[src/rtl/uart_fifo_if.sv]
// Byte-wide peripheral register bus shared by the CPU (master) and uart_fifo (slave).
// Handshake: master pulses rd_en or wr_en for one cycle with addr (and wr_data);
// every read is answered on the following cycle by a one-cycle rd_valid pulse carrying rd_data.
interface uart_fifo_if;
  logic [4:0] addr;
  logic       rd_en;
  logic [7:0] rd_data;
  logic       rd_valid;
  logic       wr_en;
  logic [7:0] wr_data;

  modport master (output addr, output rd_en, output wr_en, output wr_data,
                  input  rd_data, input rd_valid);
  modport slave  (input  addr, input rd_en, input wr_en, input wr_data,
                  output rd_data, output rd_valid);
endinterface

[src/rtl/uart_fifo.sv]
// UART with TX FIFO, programmable divisor and sticky error flags on the 5-bit register bus.
// Optional receiver with its own FIFO is compiled in when UART_RX_EN is defined.
module uart_fifo #(
  parameter int DIVIDER  = 7,
  parameter int DIV_W    = 13,
  parameter int TX_DEPTH = 8,
  parameter int RX_DEPTH = 8
) (
  input  logic       clk,
  input  logic       rstn,
  uart_fifo_if.slave bus,
  output logic       tx,
  input  logic       rx
);
  localparam int               TX_AW   = $clog2(TX_DEPTH);
  localparam logic [TX_AW:0]   TX_FULL = (TX_AW+1)'(TX_DEPTH);
  localparam logic [DIV_W-1:0] DIV_RST = DIV_W'(DIVIDER);
  localparam logic [4:0] A_DATA = 5'h00, A_STAT = 5'h04, A_DIVL = 5'h08, A_DIVH = 5'h0C;

  typedef enum logic [1:0] {S_IDLE, S_START, S_DATA, S_STOP} state_t;

  logic [DIV_W-1:0] r_div;
  logic             w_wr_data, w_rd_data, w_rd_stat;
  logic             r_tx_ovf;
  logic             w_rx_avail, w_rx_ovr, w_rx_ferr;
  logic [7:0]       w_rx_head;
  logic [7:0]       w_status, w_rd_mux;

  assign w_wr_data = bus.wr_en && (bus.addr == A_DATA);
  assign w_rd_data = bus.rd_en && (bus.addr == A_DATA);
  assign w_rd_stat = bus.rd_en && (bus.addr == A_STAT);

  always_ff @(posedge clk) begin
    if (!rstn)                                  r_div <= DIV_RST;
    else if (bus.wr_en && bus.addr == A_DIVL)   r_div[7:0] <= bus.wr_data;
    else if (bus.wr_en && bus.addr == A_DIVH)   r_div <= DIV_W'({bus.wr_data, r_div[7:0]});
  end

  // TX FIFO
  logic [7:0]       r_tx_mem [TX_DEPTH];
  logic [TX_AW-1:0] r_tx_wp, r_tx_rp;
  logic [TX_AW:0]   r_tx_cnt;
  logic             w_tx_empty, w_tx_full, w_tx_push, w_tx_pop, w_tx_ovf_set, w_tx_busy;

  state_t           r_tx_state;
  logic [DIV_W-1:0] r_tx_timer, r_tx_bdiv;
  logic [7:0]       r_tx_shift;
  logic [2:0]       r_tx_idx;
  logic             r_tx_line;

  assign w_tx_empty   = (r_tx_cnt == '0);
  assign w_tx_full    = (r_tx_cnt == TX_FULL);
  assign w_tx_pop     = !w_tx_empty &&
                        ((r_tx_state == S_IDLE) || (r_tx_state == S_STOP && r_tx_timer == '0));
  // A pop in the same cycle frees the slot, so a push into a full FIFO still lands.
  assign w_tx_push    = w_wr_data && (!w_tx_full || w_tx_pop);
  assign w_tx_ovf_set = w_wr_data && w_tx_full && !w_tx_pop;
  assign w_tx_busy    = (r_tx_state != S_IDLE) || !w_tx_empty;
  assign tx           = r_tx_line;

  always_ff @(posedge clk) begin
    if (w_tx_push) r_tx_mem[r_tx_wp] <= bus.wr_data;
  end

  always_ff @(posedge clk) begin
    if (!rstn) begin
      r_tx_wp  <= '0;
      r_tx_rp  <= '0;
      r_tx_cnt <= '0;
    end else begin
      if (w_tx_push) r_tx_wp <= r_tx_wp + 1'b1;
      if (w_tx_pop)  r_tx_rp <= r_tx_rp + 1'b1;
      case ({w_tx_push, w_tx_pop})
        2'b10:   r_tx_cnt <= r_tx_cnt + 1'b1;
        2'b01:   r_tx_cnt <= r_tx_cnt - 1'b1;
        default: r_tx_cnt <= r_tx_cnt;
      endcase
    end
  end

  always_ff @(posedge clk) begin
    if (!rstn) begin
      r_tx_state <= S_IDLE;
      r_tx_timer <= '0;
      r_tx_bdiv  <= DIV_RST;
      r_tx_shift <= '0;
      r_tx_idx   <= '0;
      r_tx_line  <= 1'b1;
    end else begin
      case (r_tx_state)
        S_IDLE: begin
          if (w_tx_pop) begin
            r_tx_shift <= r_tx_mem[r_tx_rp];
            r_tx_bdiv  <= r_div;
            r_tx_timer <= r_div;
            r_tx_line  <= 1'b0;
            r_tx_state <= S_START;
          end
        end
        S_START: begin
          if (r_tx_timer == '0) begin
            r_tx_timer <= r_tx_bdiv;
            r_tx_line  <= r_tx_shift[0];
            r_tx_shift <= {1'b0, r_tx_shift[7:1]};
            r_tx_idx   <= '0;
            r_tx_state <= S_DATA;
          end else r_tx_timer <= r_tx_timer - 1'b1;
        end
        S_DATA: begin
          if (r_tx_timer == '0) begin
            r_tx_timer <= r_tx_bdiv;
            if (r_tx_idx == 3'd7) begin
              r_tx_line  <= 1'b1;
              r_tx_state <= S_STOP;
            end else begin
              r_tx_line  <= r_tx_shift[0];
              r_tx_shift <= {1'b0, r_tx_shift[7:1]};
              r_tx_idx   <= r_tx_idx + 1'b1;
            end
          end else r_tx_timer <= r_tx_timer - 1'b1;
        end
        S_STOP: begin
          if (r_tx_timer == '0) begin
            if (w_tx_pop) begin
              r_tx_shift <= r_tx_mem[r_tx_rp];
              r_tx_bdiv  <= r_div;
              r_tx_timer <= r_div;
              r_tx_line  <= 1'b0;
              r_tx_state <= S_START;
            end else r_tx_state <= S_IDLE;
          end else r_tx_timer <= r_tx_timer - 1'b1;
        end
        default: r_tx_state <= S_IDLE;
      endcase
    end
  end

  always_ff @(posedge clk) begin
    if (!rstn)             r_tx_ovf <= 1'b0;
    else if (w_tx_ovf_set) r_tx_ovf <= 1'b1;
    else if (w_rd_stat)    r_tx_ovf <= 1'b0;
  end

`ifdef UART_RX_EN
  localparam int             RX_AW   = $clog2(RX_DEPTH);
  localparam logic [RX_AW:0] RX_FULL = (RX_AW+1)'(RX_DEPTH);

  logic             r_rx_s1, r_rx_s2;
  state_t           r_rx_state;
  logic [DIV_W-1:0] r_rx_timer, r_rx_bdiv, w_rx_half;
  logic [7:0]       r_rx_shift;
  logic [2:0]       r_rx_idx;
  logic [7:0]       r_rx_mem [RX_DEPTH];
  logic [RX_AW-1:0] r_rx_wp, r_rx_rp;
  logic [RX_AW:0]   r_rx_cnt;
  logic             r_rx_ovr, r_rx_ferr;
  logic             w_rx_empty, w_rx_full, w_rx_good, w_rx_bad, w_rx_push, w_rx_pop, w_rx_ovr_set;

  assign w_rx_half    = DIV_W'(({1'b0, r_div} + 1'b1) >> 1);
  assign w_rx_empty   = (r_rx_cnt == '0);
  assign w_rx_full    = (r_rx_cnt == RX_FULL);
  assign w_rx_good    = (r_rx_state == S_STOP) && (r_rx_timer == '0) &&  r_rx_s2;
  assign w_rx_bad     = (r_rx_state == S_STOP) && (r_rx_timer == '0) && !r_rx_s2;
  assign w_rx_pop     = w_rd_data && !w_rx_empty;
  assign w_rx_push    = w_rx_good && (!w_rx_full || w_rx_pop);
  assign w_rx_ovr_set = w_rx_good && w_rx_full && !w_rx_pop;
  assign w_rx_avail   = !w_rx_empty;
  assign w_rx_head    = w_rx_empty ? 8'h00 : r_rx_mem[r_rx_rp];
  assign w_rx_ovr     = r_rx_ovr;
  assign w_rx_ferr    = r_rx_ferr;

  always_ff @(posedge clk) begin
    if (w_rx_push) r_rx_mem[r_rx_wp] <= r_rx_shift;
  end

  always_ff @(posedge clk) begin
    if (!rstn) begin
      r_rx_wp   <= '0;
      r_rx_rp   <= '0;
      r_rx_cnt  <= '0;
      r_rx_ovr  <= 1'b0;
      r_rx_ferr <= 1'b0;
    end else begin
      if (w_rx_push) r_rx_wp <= r_rx_wp + 1'b1;
      if (w_rx_pop)  r_rx_rp <= r_rx_rp + 1'b1;
      case ({w_rx_push, w_rx_pop})
        2'b10:   r_rx_cnt <= r_rx_cnt + 1'b1;
        2'b01:   r_rx_cnt <= r_rx_cnt - 1'b1;
        default: r_rx_cnt <= r_rx_cnt;
      endcase
      if (w_rx_ovr_set)   r_rx_ovr <= 1'b1;
      else if (w_rd_stat) r_rx_ovr <= 1'b0;
      if (w_rx_bad)       r_rx_ferr <= 1'b1;
      else if (w_rd_stat) r_rx_ferr <= 1'b0;
    end
  end

  // Start detection waits half a bit so every later sample lands mid-bit.
  always_ff @(posedge clk) begin
    if (!rstn) begin
      r_rx_s1    <= 1'b1;
      r_rx_s2    <= 1'b1;
      r_rx_state <= S_IDLE;
      r_rx_timer <= '0;
      r_rx_bdiv  <= DIV_RST;
      r_rx_shift <= '0;
      r_rx_idx   <= '0;
    end else begin
      r_rx_s1 <= rx;
      r_rx_s2 <= r_rx_s1;
      case (r_rx_state)
        S_IDLE: begin
          if (!r_rx_s2) begin
            r_rx_bdiv  <= r_div;
            r_rx_timer <= w_rx_half;
            r_rx_state <= S_START;
          end
        end
        S_START: begin
          if (r_rx_timer == '0) begin
            if (r_rx_s2) r_rx_state <= S_IDLE;
            else begin
              r_rx_timer <= r_rx_bdiv;
              r_rx_idx   <= '0;
              r_rx_state <= S_DATA;
            end
          end else r_rx_timer <= r_rx_timer - 1'b1;
        end
        S_DATA: begin
          if (r_rx_timer == '0) begin
            r_rx_shift <= {r_rx_s2, r_rx_shift[7:1]};
            r_rx_timer <= r_rx_bdiv;
            if (r_rx_idx == 3'd7) r_rx_state <= S_STOP;
            else                  r_rx_idx   <= r_rx_idx + 1'b1;
          end else r_rx_timer <= r_rx_timer - 1'b1;
        end
        S_STOP: begin
          if (r_rx_timer == '0) r_rx_state <= S_IDLE;
          else                  r_rx_timer <= r_rx_timer - 1'b1;
        end
        default: r_rx_state <= S_IDLE;
      endcase
    end
  end
`else
  logic w_unused_rx;
  assign w_unused_rx = rx ^ (RX_DEPTH == 0);
  assign w_rx_avail  = 1'b0;
  assign w_rx_ovr    = 1'b0;
  assign w_rx_ferr   = 1'b0;
  assign w_rx_head   = 8'h00;
`endif

  assign w_status = {2'b00, w_rx_ferr, w_rx_ovr, r_tx_ovf, w_rx_avail, w_tx_full, w_tx_busy};

  always_comb begin
    w_rd_mux = 8'h00;
    case (bus.addr)
      A_DATA:  w_rd_mux = w_rx_head;
      A_STAT:  w_rd_mux = w_status;
      A_DIVL:  w_rd_mux = r_div[7:0];
      A_DIVH:  w_rd_mux = 8'(r_div >> 8);
      default: w_rd_mux = 8'h00;
    endcase
  end

  always_ff @(posedge clk) begin
    if (!rstn) begin
      bus.rd_valid <= 1'b0;
      bus.rd_data  <= 8'h00;
    end else begin
      bus.rd_valid <= bus.rd_en;
      bus.rd_data  <= bus.rd_en ? w_rd_mux : 8'h00;
    end
  end
endmodule

[src/flat_wrapper.sv]
// flat-port wrapper written by rule: the top's interface ports become plain ports
module uart_fifo_flat 
#(
  parameter int DIVIDER  = 7,
  parameter int DIV_W    = 13,
  parameter int TX_DEPTH = 8,
  parameter int RX_DEPTH = 8
)
  (clk, rstn, tx, rx, bus_addr, bus_rd_en, bus_wr_en, bus_wr_data, bus_rd_data, bus_rd_valid);
  uart_fifo_if bus_i ();
  input  logic clk;
  input  logic rstn;
  output logic tx;
  input  logic rx;
  input wire logic [$bits(bus_i.addr)-1:0] bus_addr;
  input wire logic [$bits(bus_i.rd_en)-1:0] bus_rd_en;
  input wire logic [$bits(bus_i.wr_en)-1:0] bus_wr_en;
  input wire logic [$bits(bus_i.wr_data)-1:0] bus_wr_data;
  output wire logic [$bits(bus_i.rd_data)-1:0] bus_rd_data;
  output wire logic [$bits(bus_i.rd_valid)-1:0] bus_rd_valid;
  assign bus_i.addr = bus_addr;
  assign bus_i.rd_en = bus_rd_en;
  assign bus_i.wr_en = bus_wr_en;
  assign bus_i.wr_data = bus_wr_data;
  assign bus_rd_data = bus_i.rd_data;
  assign bus_rd_valid = bus_i.rd_valid;
  uart_fifo #(.DIVIDER(DIVIDER), .DIV_W(DIV_W), .TX_DEPTH(TX_DEPTH), .RX_DEPTH(RX_DEPTH)) u_core (.clk(clk), .rstn(rstn), .bus(bus_i), .tx(tx), .rx(rx));
endmodule
[config.mk]
export PLATFORM = sky130hd
export DESIGN_NAME = uart_fifo_flat
export DESIGN_NICKNAME = d
export VERILOG_FILES = /design/src/rtl/uart_fifo_if.sv /design/src/rtl/uart_fifo.sv /design/src/flat_wrapper.sv
export SDC_FILE = /design/constraint.sdc
export NUM_CORES = 1
export LEC_CHECK = 0
export CAP_MARGIN = 40
export CORE_ASPECT_RATIO = 1.4
export CORE_UTILIZATION = 30
export CTS_CLUSTER_DIAMETER = 200
export CTS_CLUSTER_SIZE = 12
export DETAILED_ROUTE_END_ITERATION = 8
export PLACE_DENSITY_LB_ADDON = 0.1
export SETUP_SLACK_MARGIN = 0.2
export SLEW_MARGIN = 20
export SYNTH_ARGS = -nofsm -noshare
export SYNTH_HDL_FRONTEND = slang
export SYNTH_SLANG_ARGS = --single-unit
export TNS_END_PERCENT = 20
[constraint.sdc]
create_clock -name clk -period 7.8 [get_ports clk]
set_clock_uncertainty 0.2 [all_clocks]
set_input_delay 0.78 -clock clk [delete_from_list [all_inputs] [get_ports clk]]
set_output_delay 0.78 -clock clk [all_outputs]
set_load 0.05 [all_outputs]
-- Word-level counts from Yosys, hierarchy flattened
Memory sizes are Yosys's and may differ from the RTL's. A register that Yosys moved wholly into a read port is not among the register bits.
Cells that the tools add are included.
- word-level logic and storage cells: 109
- register bits after elaboration: 73
- RAM bits: 64
- output and inout port bits: 10
- memories kept: 1
- memories (memory ; depth ; width ; read ports ; clocked after Yosys merged registers in ; wr ports ; line ; RTL):
    u_core.r_tx_mem ; 8 ; 8 ; 1 ; 1 ; 1 ; uart_fifo.sv:40 ; logic [7:0] r_tx_mem [TX_DEPTH];
- multiplexer cells: 39
- equal/unequal tests: 16
- reduce and logical (&&, ||, !) cells: 32
- add/sub/neg operators: 6
- bitwise gates (word level): 1
- operators by type and width (kind ; number):
    13-bit two-way mux ; 5
    8-bit two-way mux ; 6
    13-bit case mux with 3 select lines ; 1
    8-bit case mux with 4 select lines ; 1
    13-bit case mux with 2 select lines ; 1
    8-bit case mux with 3 select lines ; 1
    3-bit two-way mux ; 5
    13-bit logical NOT ; 1
    13-bit by 1-bit subtractor with 13-bit output (second input constant) ; 1
    5-bit by 4-bit == test with 1-bit output (second input constant) ; 2
    1-bit two-way mux ; 10
    2-bit two-way mux ; 5
    2-bit nonzero test ; 5
    3-bit by 1-bit adder with 3-bit output (second input constant) ; 3
    1-bit logical AND ; 9
    2-bit by 1-bit inequality test with 1-bit output (second input constant) ; 4
    2-bit case mux with 4 select lines ; 1
    4-bit case mux with 2 select lines ; 1
    4-bit AND reduction ; 2
    2-bit == test (second input constant) ; 3
    3-bit case mux with 2 select lines ; 1
    2-bit AND reduction ; 3
    5-bit by 3-bit == test with 1-bit output (second input constant) ; 1
    5-bit logical NOT ; 1
    15 further kinds ; 21

-- Depth between registers and ports, before layout
Gate-level depths: netlist of the first run.
- word-level depth: 8
- depth in mapped cells: 14

-- Worst setup path after synthesis of the first run
No wires, ideal clock.
- path type: flip-flop to flip-flop
- start: register u_core.r_tx_timer[0]
- end: register u_core.r_tx_cnt[3]
- period minus slack after synthesis: 3498 ps
- path buffers: 1
- data arrival time: 3202 ps
- path slack: 4302 ps
- stages on the path, launching flop included: 15
- data required time: 7504 ps
- path through: dfxtp_1 inv_1 ha_1 or3b_2 clkbuf_1 nor4_4 o21a_1 nand2_1 inv_1 ha_1 a21o_1 a21oi_1 or4_2 o31a_2 o311ai_1
- longest elaborated chain between the ends: 8
- elaborated cells between the ends (all ways): 10
- classes of those cells: 2 x eq/ne; 1 x mux; 7 x reduce/logical
- RTL lines (item ; line ; RTL):
    from (decl) ; uart_fifo.sv:46 ; logic [DIV_W-1:0] r_tx_timer, r_tx_bdiv;
    from (signal assigned) ; uart_fifo.sv:95 ; r_tx_timer <= r_div;
    from (signal assigned) ; uart_fifo.sv:102 ; r_tx_timer <= r_tx_bdiv;
    from (signal assigned) ; uart_fifo.sv:107 ; end else r_tx_timer <= r_tx_timer - 1'b1;
    13-bit logical NOT * ; uart_fifo.sv:54 ; ((r_tx_state == S_IDLE) || (r_tx_state == S_STOP && r_tx_timer == '0));
    1-bit logical AND * ; uart_fifo.sv:54 ;
    1-bit logical OR * ; uart_fifo.sv:54 ;
    1-bit logical AND * ; uart_fifo.sv:53 ; assign w_tx_pop = !w_tx_empty &&
    1-bit logical OR ; uart_fifo.sv:56 ; assign w_tx_push = w_wr_data && (!w_tx_full || w_tx_pop);
    1-bit logical AND ; uart_fifo.sv:56 ;
    2-bit by 1-bit == test with 1-bit output / 2-bit == test (equally long branches) ; uart_fifo.sv:73 ; case ({w_tx_push, w_tx_pop})
    4-bit case mux with 2 select lines / 2-bit nonzero test (equally long branches) ; - ;
    to (signal assigned) ; uart_fifo.sv:74 ; 2'b10: r_tx_cnt <= r_tx_cnt + 1'b1;
    to (signal assigned) ; uart_fifo.sv:75 ; 2'b01: r_tx_cnt <= r_tx_cnt - 1'b1;
    to (signal assigned) ; uart_fifo.sv:76 ; default: r_tx_cnt <= r_tx_cnt;
    to (decl) ; uart_fifo.sv:42 ; logic [TX_AW:0] r_tx_cnt;
Mark *: on every way between the ends. The rest lies on a longest branch, timed or not.
A chain may end at the register's enable or synchronous reset.

-- Worst setup path after layout of the first run
- start: register u_core.r_tx_state[0]
- end: register u_core.r_tx_cnt[3]
- longest elaborated chain between the ends: 8
- elaborated cells between the ends (all ways): 11
- classes of those cells: 3 x eq/ne; 1 x mux; 7 x reduce/logical
- RTL lines (item ; line ; RTL):
    from (decl) ; uart_fifo.sv:45 ; state_t r_tx_state;
    from (signal assigned) ; uart_fifo.sv:83 ; r_tx_state <= S_IDLE;
    from (signal assigned) ; uart_fifo.sv:97 ; r_tx_state <= S_START;
    from (signal assigned) ; uart_fifo.sv:106 ; r_tx_state <= S_DATA;
    2-bit == test ; uart_fifo.sv:54 ;
    1-bit logical AND ; uart_fifo.sv:54 ;
    1-bit logical OR * ; uart_fifo.sv:54 ;
    1-bit logical AND * ; uart_fifo.sv:53 ;
    1-bit logical OR ; uart_fifo.sv:56 ;
    1-bit logical AND ; uart_fifo.sv:56 ;
    2-bit by 1-bit == test with 1-bit output / 2-bit == test (equally long branches) ; uart_fifo.sv:73 ;
    4-bit case mux with 2 select lines / 2-bit nonzero test (equally long branches) ; - ;
Marks and branches as above.

==> reports/qor.yml, run 1 <==
placement:
  gp_congestion: 0.807
  port_buffers: 26
  dp_slack_ps: 3480
  dp_hpwl_um: 11500
clock_tree:
  cts_made_buffers: 17
  clock-sinks: 140
  post_cts_resized: 0
  clkTransAtPathRegs_ps: 70
  root_buffer: "clkbuf_16"
  cts_max_path_buffers: 2
  clk_latency_ps: 420
  cts_setup_buffers: 0
  hold_buffers: 0
  htree_num_levels: 4
  cts_tree: "yes"
cells_and_area:
  nNetsFinal: 598
  fillCellCount: 1993
  utilization_pct: 36.4
  antenna_cells: 0
  final_cell_mix: "dfxtp_1 (76), edfxtp_1 (64), mux2i_1 (58), nand2_1 (42), nor2_1 (40)"
  final_common_cell: "dfxtp_1"
  area_growth_pct: 18.9
  drive_above_1_share_pct: 14.3
die:
  fp.dieW_um: 124
  initial_core_util_pct: 30.6
  row_count: 62
  die_area_sq_um: 21600
  die_height_um: 173
  io_pins: 28
  core_sq_um: 20600
routing:
  vias: 4312
  ant_nets: 0
  drt_pass1_iterations: 5
  finalWirelength_um: 16300
  drtIter0Drc: 217
  post_drt_wl_per_cell_um: 19.5
  avgViaCountPerCell: 5.16
  route.detailed.drc: 0
grt:
  grt_pass1_wl_um: 26100
  grt_overflow_total: 0
  grt_max_degree: 38
  antenna_found_initial: 1
  grt_usage_pct: 16.0
  first_global_vias: 4493
yosys:
  synth_cells: 535
  yosys_warnings: 0
  ys_async_sr_fraction_pct: 0
  synth_area_sq_um: 6290
  ys_seq_area_share_pct: 54.7
  synthTopCellsByArea: "edfxtp_1 (31%), dfxtp_1 (24%), mux2i_1 (9.2%), mux4_2 (5.7%), nand2_1 (2.5%)"
  syn_nets: 566
  yosys_register_bits: 140
  yosys.area.top_type: "edfxtp_1"
  synth.distinct_cells: 65
  synth_edf_count: 64
  netlist.area_leader.share_pct: 30.5
  synth_top_flop_cell: "dfxtp_1"
  avgSynthCellArea_sq_um: 11.8
power:
  leakagePower_nw: 2.74
  powerDensity_nw_per_um2: 360
  peakVddDrop_mv: 0.194
sta:
  fin_crit_sh_pct: 55.9
  worstMarginPinSlew_ps: 791
  rsz0062_at_grt: "false"
  hold_viol_final: 0
  fmax_ghz: 0.229
  slew_viol_final: 0
  setup-tns-final_ps: 0
  post-route-min-period_ps: 4360
  finalWorstSetupSlack_ps: 3440
  setup_viol: 0
  slew_headroom_pct: 46.6
critical_path:
  crit_type: "reg2reg"
  end_kind: "flip-flop"
  required_ps: 7910
  cp.arrival_ps: 4470
  startpoint_type: "flip-flop"
  crit_path_max_fanout: 14
outcome:
  status: "finished, final reports clean"
flow_run:
  cap_viol_max_count: 0
hold_path:
  hold_class: "reg2reg"
[sequential cells by signal (all words and copies together), names as in the netlist, 2 cells and up, named ones only]
name,count
u_core.r_tx_rp,3
u_core.r_tx_bdiv,13
u_core.r_tx_state,2
u_core.r_tx_shift,8
u_core.r_tx_wp,3
u_core.r_tx_cnt,4
u_core.r_tx_mem,64
u_core.bus.rd_data,8
u_core.r_div,13
u_core.r_tx_timer,13
u_core.r_tx_idx,3
[worst paths after layout]
path / to / from / slack (ps) / depth (start not counted)
worst min-delay path: u_core.r_tx_shift[6]$_SDFFE_PN0P_ / u_core.r_tx_shift[6]$_SDFFE_PN0P_ / 260 / 2
worst max-delay path: u_core.r_tx_cnt[3]$_SDFFE_PN0P_ / u_core.r_tx_state[0]$_SDFFE_PN0P_ / 3440 / 12
worst max register to register: u_core.r_tx_cnt[3]$_SDFFE_PN0P_ / u_core.r_tx_state[0]$_SDFFE_PN0P_ / 3440 / 12
worst min register to register: u_core.r_tx_shift[6]$_SDFFE_PN0P_ / u_core.r_tx_shift[6]$_SDFFE_PN0P_ / 260 / 2
[cells in the mapped netlist, types with 2 or more instances]
master and instances:
xnor2_1 4, nand2b_1 5, xor2_1 3, mux2i_1 58
a21oi_1 12, and3_1 2, nand4_1 5, nor2_1 40
a21o_1 13, nor4_1 6, nor4b_1 2, or3b_2 2
o31ai_1 3, nor3b_1 3, a221oi_1 3, nor2_2 2
a31oi_1 3, dfxtp_1 76, o2111ai_1 3, nor3_1 12
clkbuf_1 25, ha_1 12, mux2_2 3, buf_6 2
a41oi_1 3, o21ai_0 28, a22oi_1 5, nand3_1 9
nor2b_1 2, edfxtp_1 64, inv_1 14, nand2_1 42
o31a_2 2, a211o_1 2, mux4_2 16, or4_1 4
or3_1 6, and2_1 3, buf_2 3, o22ai_1 4
o211ai_1 5
[routing by layer]
metal  wire [um]  up-vias  part of all wire [%]  global-route usage (%)
met2        8600       77                    53                    28.5
li1            -     2067                     -                       -
met1        6940     2147                    43                    18.8
met5          13        -                 0.080                       0
met4         220        2                   1.3                    5.62
met3         558       19                   3.4                    3.30
[area by class of cell]
type | count | area, sq um | share of cell area [%]
Multi-Input combinational cell | 349 | 2670 | 35.6
Sequential cell | 140 | 3440 | 46.0
Clock inverter | 15 | 169 | 2.26
Clock buffer | 17 | 425 | 5.69
Tap cell | 256 | 320 | 4.28
Inverter | 15 | 56.3 | 0.753
Timing Repair Buffer | 44 | 402 | 5.37
[cell families after synthesis]
kind of cell	share of synthesized area, %
AOI/OAI and AO/OA	10.7
xor gates and xnor gates	0.974
adders and majority gates	2.70
buffers and inverters	3.04
DFF	54.7
muxes	15.7
and+or+nand+nor	12.3
[power breakdown]
group	internal (mW)	switching, mW
Clock	0.458	0.360
Sequential	0.819	0.0510
Combinational	0.391	0.615
[per-stage QoR]
step	cells	power, mW	instance area (sq um)	hold slack (ps)
4_1_cts	835	2.73	7480	258
3_5_place_dp	803	1.90	6880	247
3_3_place_gp	797	1.88	6830	238
6_report	836	2.69	7480	256
5_1_grt	836	2.86	7480	281
2_1_floorplan	535	1.63	6290	231
[worst max-delay path, stage by stage, from the launching register on]
cell,delay [ps]
dfxtp_1,410
ha_1,560
or3b_2,530
nor4_4,590
o21a_1,370
nand2_1,160
inv_1,110
ha_1,230
a21o_1,170
a21oi_1,240
nand2_1,120
o31a_2,290
o311ai_1,250
Note: power is estimated with default switching activity, not from simulation.
==> run 2, diff against run 1 <==
Clock period 7.8 ns to 3.9 ns, I/O delays scaled along.
==> run 2 against run 1 <==
Effect of this change:
- hold slack worse by 1.3 ps
- global-route usage down 0.17 points
- critical path depth up 1
- via count up 2.4%
- fmax up 25%
- cell count up 1.4%
- critical endpoint unchanged
==> reports/qor.yml, run 2 (synthesized netlist as in run 1, its figures left out) <==
placement:
  port_buffers: 26  # unchanged
  dp.cells: 816  # +1.6%
  dp_hpwl_um: 11700  # +1.9%
  gp_congestion: 0.798  # -1.2%
die:
  die_height_um: 173  # unchanged
  initial_core_util_pct: 30.6  # unchanged
  core_sq_um: 20600  # unchanged
  row_count: 62  # unchanged
  die_area_sq_um: 21600  # unchanged
  fp.dieW_um: 124  # unchanged
  io_pins: 28  # unchanged
routing:
  finalWirelength_um: 16300  # -0.21%
  avgViaCountPerCell: 5.21  # +0.94%
  highest_layer: "met5"
  wl_met2_um: 8480  # -1.4%
  wl_met3_um: 563  # +0.90%
  drt-met1-wl_um: 6800  # -2.1%
  vias: 4415  # +2.4%
  drt_pass1_iterations: 4  # -1
  drtIter0Drc: 298  # +37%
  route.detailed.drc: 0  # unchanged
  post_drt_wl_per_cell_um: 19.2  # -1.6%
  ant_nets: 0  # unchanged
critical_path:
  crit_type: "reg2reg"
  endpoint: "u_core.r_tx_cnt[3]$_SDFFE_PN0P_"
  path_cells: "inv_1 > ha_1 > or3b_2 > nor4_4 > o21a_1 > nand2_1 > inv_1 > ha_1 > a21o_1 > a21oi_1 > or4_2 > o31a_2 > o311ai_1"
  required_ps: 4010  # -3900 ps
  slowest_delay_ps: 600  # about the same
  worstReg2RegStart: "u_core.r_tx_timer[0]$_SDFF_PN0_"
  crit_start: "u_core.r_tx_timer[0]$_SDFF_PN0_"
  crit_path_max_fanout: 8  # -6
  end_kind: "flip-flop"
  startpoint_type: "flip-flop"
  cp.arrival_ps: 3590  # -880 ps
  cp_slowest_cell: "or3b_2"
  reg2reg_depth: 13  # +1
  r2r-end: "u_core.r_tx_cnt[3]$_SDFFE_PN0P_"
  ff2ff_setup_slack_ps: 420  # -3020 ps
cells_and_area:
  nNetsFinal: 610  # +2.0%
  final_cell_mix: "dfxtp_1 (76), edfxtp_1 (64), mux2i_1 (58), nand2_1 (42), nor2_1 (40)"
  top_register: "u_core.r_tx_mem"
  fin_cells: 848  # +1.4%
  drive_above_1_share_pct: 15.7  # +1.4 points
  utilization_pct: 36.7  # +0.26 points
  final_common_cell: "dfxtp_1"
  antenna_cells: 0  # unchanged
  area_growth_pct: 19.7
  largest_register_ffs: 64  # unchanged
grt:
  antenna_found_initial: 1  # unchanged
  grt_overflow_total: 0  # unchanged
  grt_pass1_wl_um: 25600  # -1.9%
  first_global_vias: 4463  # -0.67%
  grt_usage_pct: 15.8  # -0.17 points
  grt_max_degree: 36  # -5.3%
clock_tree:
  clock-sinks: 140  # unchanged
  cts_setup_buffers: 0  # unchanged
  clkTransAtPathRegs_ps: 60  # about the same
  clk_latency_ps: 420  # about the same
  cts_made_buffers: 17  # unchanged
  htree_num_levels: 4  # unchanged
  root_buffer: "clkbuf_16"
  post_cts_resized: 0  # unchanged
  cts_tree: "yes"
  cts_max_path_buffers: 2  # unchanged
  hold_buffers: 0  # unchanged
sta:
  slew_viol_final: 0  # unchanged
  worstMarginPinSlew_ps: 835  # +44.0 ps
  setup_viol: 0  # unchanged
  post-route-min-period_ps: 3480  # -884 ps
  hold_viol_final: 0  # unchanged
  setup-tns-final_ps: 0  # unchanged
  fmax_ghz: 0.288  # +25%
  rsz0062_at_grt: "false"
  slew_headroom_pct: 43.8  # -2.8 points
  fin_crit_sh_pct: 89.2  # +33 points
power:
  power.switching_mw: 1.99  # +94%
  leakagePower_nw: 2.78  # +1.3%
  seq_power_share_pct: 32.5  # +0.2 points
  clkPwrFrac_pct: 28.8  # -1.6 points
  peakVddDrop_mv: 0.362  # +87%
  swShare_pct: 37.3  # -0.77 points
  p_int_mw: 3.34  # +100%
  powerDensity_nw_per_um2: 708  # +96%
  power.share.combinational_pct: 38.7  # +1.3 points
hold_path:
  hold_depth: 2  # unchanged
  hold_class: "reg2reg"
flow_run:
  cap_viol_max_count: 0  # unchanged
outcome:
  status: "finished, final reports clean"
run 2: cell count changes in the layout (fill, tap and decap cells not counted), sizes merged:
cell,change
clkinv,+1
inv,-3
buf,+14
clkbuf,-1
clkinvlp,+2
clkdlybuf4s15,-1
run 2: stage by stage:
step / power (mW) / setup slack (ps) / hold WS, ps / area (sq um)
after floorplan: 3.25 / 402 / 231 / 6290
after global placement: 3.81 / 570 / 241 / 6960
after detailed placement: 3.84 / 506 / 243 / 6980
after CTS: 5.40 / 487 / 257 / 7540
after global routing: 5.65 / 263 / 286 / 7540
final: 5.33 / 422 / 255 / 7540
run 2: layout make-up:
class | instances | area (sq um)
clock buffers | 17 | 425
clock inverters | 15 | 134
fillers | 1994 | 13000
inverters | 15 | 56.3
multi-input cells | 349 | 2670
flip-flops and latches | 140 | 3440
well taps | 256 | 320
repair buffers | 56 | 490
run 2: per-layer routing:
layer,vias up,GRT usage (%)
met5,-,0
met4,2,6.78
met3,38,3.80
met2,99,27.9
met1,2177,18.0
li1,2099,-
run 2: how the worst min path moves through the flow:
stage / start / end / slack (ps)
2_1_floorplan: u_core.r_tx_shift[1]$_SDFFE_PN0P_ / u_core.r_tx_shift[1]$_SDFFE_PN0P_ / 230
3_3_place_gp: u_core.r_tx_shift[6]$_SDFFE_PN0P_ / u_core.r_tx_shift[6]$_SDFFE_PN0P_ / 240
3_5_place_dp: u_core.r_tx_shift[6]$_SDFFE_PN0P_ / u_core.r_tx_shift[6]$_SDFFE_PN0P_ / 240
4_1_cts: u_core.r_tx_shift[3]$_SDFFE_PN0P_ / u_core.r_tx_shift[3]$_SDFFE_PN0P_ / 260
5_1_grt: u_core.r_tx_shift[4]$_SDFFE_PN0P_ / u_core.r_tx_shift[4]$_SDFFE_PN0P_ / 290
6_report: u_core.r_tx_shift[3]$_SDFFE_PN0P_ / u_core.r_tx_shift[3]$_SDFFE_PN0P_ / 260
run 2: worst max-delay path, delay by kind of cell (launching register included):
family / cells / cell delay, ps
buffers and inverters: 2 / 180
adder cells (fa/ha/maj): 2 / 330
flip-flops: 1 / 360
AND/OR/NAND/NOR: 4 / 1510
AO/OA/AOI/OAI: 5 / 770
run 2: power groups by stage:
stage	sequential [mW]	clock, mW	combinational [mW]
CTS	1.73	1.58	2.08
global placement	1.78	0	2.03
detailed placement	1.77	0	2.08
finish	1.74	1.54	2.06
floorplan	1.75	0	1.50
global route	1.75	1.64	2.26
==> run 3, diff against run 2 <==
Settings changed: SKIP_LAST_GASP set to 1.
==> results of run 3 <==
Final layout, timing and power as in run 2 (identical DEF).
